===== src/rtl/serial_frame_tx.sv =====
// serial_frame_tx
//   Buffers parallel words from a valid/ready source in a small FIFO and
//   serialises each one as a framed bit stream: start bit (0), WIDTH data
//   bits LSB-first, optional even-parity bit, stop bit (1). The line idles high.
//   Consecutive queued words go out back-to-back with no idle gap.
//
// Ports
//   CLK       in   1             single clock, all logic on posedge
//   RESET     in   1             synchronous, active-high reset
//   IN_DATA   in   WIDTH         word to transmit
//   IN_VALID  in   1             IN_DATA valid
//   IN_READY  out  1             FIFO can accept (combinational from LEVEL and RESET)
//   DATA_OUT  out  1             registered serial line
//   BUSY      out  1             registered, high while a frame is on DATA_OUT
//   LEVEL     out  clog2(D)+1    registered FIFO occupancy, 0..DEPTH
module serial_frame_tx #(
   parameter int unsigned WIDTH        = 8,
   parameter int unsigned DEPTH        = 4,
   parameter int unsigned CLKS_PER_BIT = 1,
   parameter int unsigned PARITY_EN    = 1
) (
   input  logic                     CLK,
   input  logic                     RESET,
   input  logic [WIDTH-1:0]         IN_DATA,
   input  logic                     IN_VALID,
   output logic                     IN_READY,
   output logic                     DATA_OUT,
   output logic                     BUSY,
   output logic [$clog2(DEPTH):0]   LEVEL
);

   localparam int unsigned PTR_W = $clog2(DEPTH);
   localparam int unsigned LVL_W = PTR_W + 1;
   localparam int unsigned TMR_W = (CLKS_PER_BIT > 1) ? $clog2(CLKS_PER_BIT) : 1;
   localparam int unsigned CNT_W = (WIDTH > 1) ? $clog2(WIDTH) : 1;

   typedef enum logic [2:0] {
      S_IDLE,
      S_START,
      S_DATA,
      S_PARITY,
      S_STOP
   } state_t;

   state_t              state;
   state_t              state_nxt;

   logic [WIDTH-1:0]    mem [DEPTH];
   logic [PTR_W-1:0]    wr_ptr;
   logic [PTR_W-1:0]    rd_ptr;
   logic [WIDTH-1:0]    head_c;

   logic [TMR_W-1:0]    timer;
   logic [CNT_W-1:0]    bit_cnt;
   logic [WIDTH-1:0]    shift;
   logic                par;

   logic                push_c;
   logic                pop_c;
   logic                bit_done_c;
   logic                last_bit_c;
   logic                line_c;

   // Ready looks only at registered occupancy: a full FIFO refuses a push
   // even in the cycle that pops it.
   assign IN_READY   = !RESET && (LEVEL != LVL_W'(DEPTH));
   assign push_c     = IN_VALID && IN_READY;
   assign head_c     = mem[rd_ptr];
   assign bit_done_c = (timer == TMR_W'(CLKS_PER_BIT - 1));
   assign last_bit_c = (bit_cnt == CNT_W'(WIDTH - 1));

   // FIFO storage; not reset, contents are qualified by LEVEL.
   always_ff @(posedge CLK) begin
      if (push_c) begin
         mem[wr_ptr] <= IN_DATA;
      end
   end

   // FIFO pointers and occupancy; pointers wrap naturally (DEPTH is a power of 2).
   always_ff @(posedge CLK) begin
      if (RESET) begin
         wr_ptr <= '0;
         rd_ptr <= '0;
         LEVEL  <= '0;
      end else begin
         if (push_c) begin
            wr_ptr <= wr_ptr + PTR_W'(1);
         end
         if (pop_c) begin
            rd_ptr <= rd_ptr + PTR_W'(1);
         end
         case ({push_c, pop_c})
            2'b10:   LEVEL <= LEVEL + LVL_W'(1);
            2'b01:   LEVEL <= LEVEL - LVL_W'(1);
            default: ;
         endcase
      end
   end

   // FSM state register.
   always_ff @(posedge CLK) begin
      if (RESET) begin
         state <= S_IDLE;
      end else begin
         state <= state_nxt;
      end
   end

   // FSM next state, pop request and line value for the current bit.
   always_comb begin
      state_nxt = state;
      pop_c     = 1'b0;
      line_c    = 1'b1;
      case (state)
         S_IDLE: begin
            line_c = 1'b1;
            if (LEVEL != '0) begin
               pop_c     = 1'b1;
               state_nxt = S_START;
            end
         end
         S_START: begin
            line_c = 1'b0;
            if (bit_done_c) begin
               state_nxt = S_DATA;
            end
         end
         S_DATA: begin
            line_c = shift[0];
            if (bit_done_c && last_bit_c) begin
               state_nxt = (PARITY_EN != 0) ? S_PARITY : S_STOP;
            end
         end
         S_PARITY: begin
            line_c = par;
            if (bit_done_c) begin
               state_nxt = S_STOP;
            end
         end
         S_STOP: begin
            line_c = 1'b1;
            // Chain straight into the next frame when a word is waiting.
            if (bit_done_c) begin
               if (LEVEL != '0) begin
                  pop_c     = 1'b1;
                  state_nxt = S_START;
               end else begin
                  state_nxt = S_IDLE;
               end
            end
         end
         default: begin
            state_nxt = S_IDLE;
         end
      endcase
   end

   // Bit timer, data bit counter, shift register and parity of the popped word.
   always_ff @(posedge CLK) begin
      if (RESET) begin
         timer   <= '0;
         bit_cnt <= '0;
         shift   <= '0;
         par     <= 1'b0;
      end else begin
         if (state == S_IDLE || bit_done_c) begin
            timer <= '0;
         end else begin
            timer <= timer + TMR_W'(1);
         end

         if (pop_c) begin
            shift <= head_c;
            par   <= ^head_c;
         end else if (state == S_DATA && bit_done_c) begin
            shift <= shift >> 1;
         end

         if (state == S_DATA && bit_done_c) begin
            bit_cnt <= last_bit_c ? '0 : bit_cnt + CNT_W'(1);
         end
      end
   end

   // Registered line and busy flag, aligned with each other.
   always_ff @(posedge CLK) begin
      if (RESET) begin
         DATA_OUT <= 1'b1;
         BUSY     <= 1'b0;
      end else begin
         DATA_OUT <= line_c;
         BUSY     <= (state != S_IDLE);
      end
   end

endmodule

===== config.mk =====
export PLATFORM = sky130hd
export DESIGN_NAME = serial_frame_tx
export DESIGN_NICKNAME = d
export VERILOG_FILES = /design/src/rtl/serial_frame_tx.sv
export SDC_FILE = /design/constraint.sdc
export NUM_CORES = 1
export LEC_CHECK = 0
export CAP_MARGIN = 20
export CORE_UTILIZATION = 45
export DETAILED_ROUTE_END_ITERATION = 12
export DONT_BUFFER_PORTS = 1
export PLACE_DENSITY_LB_ADDON = 0.15
export RECOVER_POWER = 100
export SYNTH_ARGS = -nofsm -noshare
export SYNTH_HDL_FRONTEND = slang
export SYNTH_SLANG_ARGS = --single-unit

===== constraint.sdc =====
create_clock -name CLK -period 2.8 [get_ports CLK]
set_input_delay 0.56 -clock CLK [delete_from_list [all_inputs] [get_ports CLK]]
set_output_delay 0.56 -clock CLK [all_outputs]
set_load 0.1 [all_outputs]

# After elaboration in Yosys (flattened, before gate mapping)
# Memories as Yosys holds them, arrays and structs flattened. A register that Yosys moved wholly into a read port is not among the register bits.
# Index checks and enable logic that the tools add are counted.
[op_classes]
add_sub_neg = 6
eq_ne = 13
n_mux = 19
n_bitwise = 1
n_reduce_logical = 14
[ops]
columns = ["op", "n"]
rows = [
  ["$mux W3", 6],
  ["$mux W8", 2],
  ["$pmux W3 S5", 1],
  ["$ne A2 B2 Y1 const B", 5],
  ["$reduce_xor A8 Y1", 1],
  ["$add A3 B1 Y3 const B", 2],
  ["$eq A3 B2 Y1 const B", 2],
  ["$eq A3 B3 Y1 const B", 2],
  ["$pmux W3 S2", 1],
  ["$reduce_bool A3 Y1", 2],
  ["$mux W1", 5],
  ["$reduce_and A5 Y1", 1],
  ["$add A2 B1 Y2 const B", 2],
  ["$logic_and A1 B1 Y1", 4],
  ["$mux W2", 2],
  ["$reduce_bool A2 Y1", 2],
  ["$eq A3 B1 Y1 const B", 1],
  ["$logic_not A3 Y1", 1],
  ["$ne A3 B3 Y1 const B", 1],
  ["$pmux W1 S3", 1],
  ["$sub A3 B1 Y3 const B", 1],
  ["$eq A2 B1 Y1 const B", 1],
  ["$eq A2 B2 Y1 const B", 1],
  ["$pmux W1 S2", 1],
  ["5 further kinds", 5],
]
[totals]
reg_bits = 25
ramBits = 32
input_bits = 11
elab_cells = 64
mem_count = 1
[mem_list]
columns = ["memory", "depth", "word_bits", "rd", "rd_clocked_by_memory_dff", "wr", "line", "rtl"]
rows = [
  ["mem", 4, 8, 1, 1, 1, "48", "logic [WIDTH-1:0] mem [DEPTH];"],
]

# Logic depth before layout (Yosys ltp)
[logic_depth]
depth_word = 6
mapped_depth = 10

# Least setup slack after synthesis
# No wires, ideal clock.
[synth_timing]
path_type = "register to register"
from = "register LEVEL[0]"
to = "register LEVEL[2]"
t_arrival_ps = 4261
t_required_ps = 2730
setup_slack_ps = -1531
stages_incl_launch_ff = 11
path_buffers = 0
cell_sequence = "dfxtp_1 -> inv_1 -> a31oi_1 -> and2_1 -> inv_1 -> ha_1 -> inv_1 -> fa_1 -> xor2_1 -> or3_1 -> a21oi_1"
[synth_between]
word_cells_on_any_way = 13
cone_classes = "2 x add/sub; 3 x eq/ne; 4 x mux; 4 x reduce/logical"
[synth_lines]
columns = ["item", "line", "rtl"]
rows = [
  ["start, declared", "29", "output logic [$clog2(DEPTH):0] LEVEL"],
  ["start signal, assigned", "93", "2'b10: LEVEL <= LEVEL + LVL_W'(1);"],
  ["start signal, assigned", "94", "2'b01: LEVEL <= LEVEL - LVL_W'(1);"],
  ["$ne A3 B3 Y1 (*)", "66", "assign IN_READY = !RESET && (LEVEL != LVL_W'(DEPTH));"],
  ["$logic_and A1 B1 Y1 (*)", "66", ""],
  ["named net IN_READY", "26", "output logic IN_READY,"],
  ["$logic_and A1 B1 Y1 (*)", "67", "assign push_c = IN_VALID && IN_READY;"],
  ["$eq A2 B1 Y1 / $eq A2 B2 Y1 (equally long branches)", "92", "case ({push_c, pop_c})"],
  ["$pmux W3 S2 / $reduce_bool A2 Y1 (equally long branches)", "n/a", ""],
]
# Mark *: on every way through the listed nets, which the timed path passes. The rest lies on a longest branch.
# A chain may end at the register's enable or synchronous reset.

# Worst setup path after layout
[layout_timing]
from = "register LEVEL[1]"
to = "memory mem[3][1] (enable)"
[layout_between]
elab_chain_cells = 5
[layout_lines]
columns = ["item", "line", "rtl"]
rows = [
  ["$ne A3 B3 Y1", "66", ""],
  ["$logic_and A1 B1 Y1", "66", ""],
  ["$logic_and A1 B1 Y1", "67", ""],
  ["$mux W1", "74", "if (push_c) begin"],
  ["$mux W1 (not written as such)", "75", "mem[wr_ptr] <= IN_DATA;"],
  ["end, declared", "48", ""],
]
# Every way passes these cells.

==> results.yml <==
place:
  place_inst: 248
  io_buffers: 0
  dp_slack_ps: 527
  routabilityCongestion: 0.644
  hpwl_um: 2650
cts:
  cts_setup_buffers: 0
  cts_tree: "done"
  cts.hold.buffers_added: 0
  post_cts_resized: 0
  clk_latency_ps: 330
  cts_root_buffer: "clkbuf_8"
  cts_buffer_depth: 2
  ctsHtreeMaxLevel: 3
  cts_buffers: 9
  clkTransAtPathRegs_ps: 70
  clock_sinks: 59
yosys:
  yosysWarnings: 0
  ys_ff_latch: 59
  synth_top_area_cell: "edfxtp_1"
  synth.top_cell.area_share_pct: 39.8
  synthTopCellsByArea: "edfxtp_1 (40%), dfxtp_1 (22%), mux4_2 (7.5%)"
  ys_async_sr_fraction_pct: 0
  synth_flop_cell: "edfxtp_1"
  synthCells: 184
  yosysSeqAreaShare_pct: 62.1
  syn_area_per_cell_um2: 13.1
  syn_nets: 203
  synth_edf_count: 32
  yosysMostFrequentCell: "edfxtp_1"
  netlist_area_mm2: 0.00242
  synth_cell_types: 34
  synthTopCellsByCount: "edfxtp_1 (32), dfxtp_1 (27), nor2_1 (16)"
routing:
  drt_wl_total_um: 3930
  dr.pass1.iters: 4
  drt_iter0_markers: 82
  ant_nets: 0
  via_per_inst: 5.25
  wl_per_cell_um: 14.9
  num_vias: 1386
  drc: 0
finish:
  final_nets: 208
  fin_cells: 264
  drive_gt1_share_pct: 13.9
  areaGrowthSynthToFinish_pct: 10.9
  diodes: 0
  final_util_pct: 52.2
grt:
  grt_pass1_wl_um: 6630
  grt_pass1_vias: 1450
  grt_overflow: 0
  grt_max_degree: 27
  antenna_found_initial: 0
  grt_util_all_layers_pct: 16.8
timing:
  final.period_utilization_pct: 85.0
  setup_viol: 0
  tightest_slew_ps: 1180
  fmax_mhz: 420
  rsz0062_at_grt: "false"
  slew_headroom_pct: 21.6
  fin_crit_ps: 2380
  final_max_slew_viol_count: 0
  clock_skew_ps: 11.6
  setup_tns_ps: 0
  hold_violations: 0
  fin_ws_ps: 421
critical_path:
  crit_slowest_cell: "dfxtp_4"
  rrSetupSlack_ps: 420
  crit_path_end_kind: "register"
  worstPathArrival_ps: 2350
  cp_num_buf_inv: 2
  crit_family: "buffers and inverters"
  critPathMaxFanout: 8
  worstPathRequired_ps: 2770
  critPathLaunch: "LEVEL[1]"
  path_class: "reg2reg"
  path_depth: 4
  reg2reg_to: "mem[3][1]"
  r2r.worst_path.cells: 4
  endpoint: "mem[3][1]"
  slowest_delay_ps: 550
  cp-start-kind: "register"
  path_cells: "inv_1 -> a31oi_1 -> clkbuf_2 -> and3_1"
  regToRegStartpoint: "LEVEL[1]"
pwr:
  share_comb_of_total_power_pct: 26.4
  p_leak_nw: 0.905
  sw_frac_of_total_pct: 34.1
  ir_drop_v: 0.000523
  clockPowerShare_pct: 28.3
  internal-power_mw: 1.90
  power_frac_seq_pct: 45.3
  total_power_mw: 2.88
  power_density_mw_per_mm2: 1070
  p_sw_mw: 0.983
floorplanning:
  io_pins: 17
  core_mm2: 0.00514
  initial_core_util_pct: 47.0
  die_height_um: 75.3
  die-area_mm2: 0.00567
  rows: 26
  die_x_um: 75.3
outcome:
  outcome: "finished, final reports clean"
run:
  max_cap_violations: 0
worst_hold_path:
  min_path_type: "in2reg"
## cells by family (layout without fill, tap and decap cells)
group / after synthesis / after routing / synth area share [%]
DFF: 59 / 59 / 62.1
buffers and inverters: 16 / 26 / 2.90
adders and majority gates: 8 / 8 / 4.45
muxes: 9 / 9 / 7.87
AOI/OAI and AO/OA: 30 / 30 / 7.82
and+or+nand+nor: 48 / 48 / 9.99
other: 1 / 1 / 0.155
xor gates and xnor gates: 13 / 13 / 4.71
## layout make-up
type / count / area (um2)
timing repair buffer: 3 / 12.5
tap: 70 / 87.6
fill: 478 / 2460
sequential: 59 / 1510
clock buffer: 10 / 128
multi-input combinational: 109 / 837
inverter: 7 / 26.3
clock inverter: 6 / 80.1
## how the worst min path moves through the flow
stage,from,to,depth (start not counted)
2_1_floorplan,bit_cnt[1],bit_cnt[1],2
3_3_place_gp,bit_cnt[1],bit_cnt[1],2
3_5_place_dp,shift[3],shift[3],2
4_1_cts,RESET,LEVEL[2],1
5_1_grt,RESET,LEVEL[0],1
6_report,RESET,LEVEL[1],1
## worst register-to-register path: stages (launching register included)
cell,delay [ps]
dfxtp_4,550
inv_1,140
a31oi_1,240
clkbuf_2,540
and3_1,550
## placed cells by master (no fill, tap or decap), types with 3 or more instances in the layout
master	synthesis	final
nor2_1	16	16
clkbuf_1	5	3
and3_1	4	4
dfxtp_1	27	24
ha_1	7	7
a21oi_1	15	15
mux4_2	8	8
a22oi_1	6	6
xnor2_1	10	10
nand3b_1	3	3
inv_1	7	7
xor2_1	3	3
nor3_1	3	3
edfxtp_1	32	32
nand2_1	15	15
clkbuf_8	0	9
## stage by stage
step | hold WS [ps] | area (um2)
2_1_floorplan | 436 | 2440
3_3_place_gp | 435 | 2510
3_5_place_dp | 449 | 2510
4_1_cts | 263 | 2720
5_1_grt | 263 | 2680
6_report | 279 | 2680
## routing by layer
layer | track usage (%) | part of all wire [%] | vias up
met5 | 0 | 0 | -
met3 | 6.22 | 4.6 | 7
met4 | 8.64 | 1.9 | 0
met1 | 20.1 | 44 | 675
met2 | 26.9 | 49 | 32
li1 | - | - | 672
## registers in the layout, indices dropped and copies added, names as in the netlist, named ones only
signal / cells
par: 1
mem: 32
BUSY: 1
state: 3
shift: 8
rd_ptr: 2
DATA_OUT: 1
bit_cnt: 3
wr_ptr: 2
LEVEL: 3
timer: 1
## power by group through the flow
stage	combinational, mW	clock (mW)	sequential (mW)
global route	0.865	0.870	1.33
CTS	0.793	0.831	1.31
global placement	0.764	0	1.32
floorplan	0.704	0	1.28
detailed placement	0.790	0	1.33
finish	0.761	0.813	1.30
Note: power is estimated with default switching activity, not from simulation.
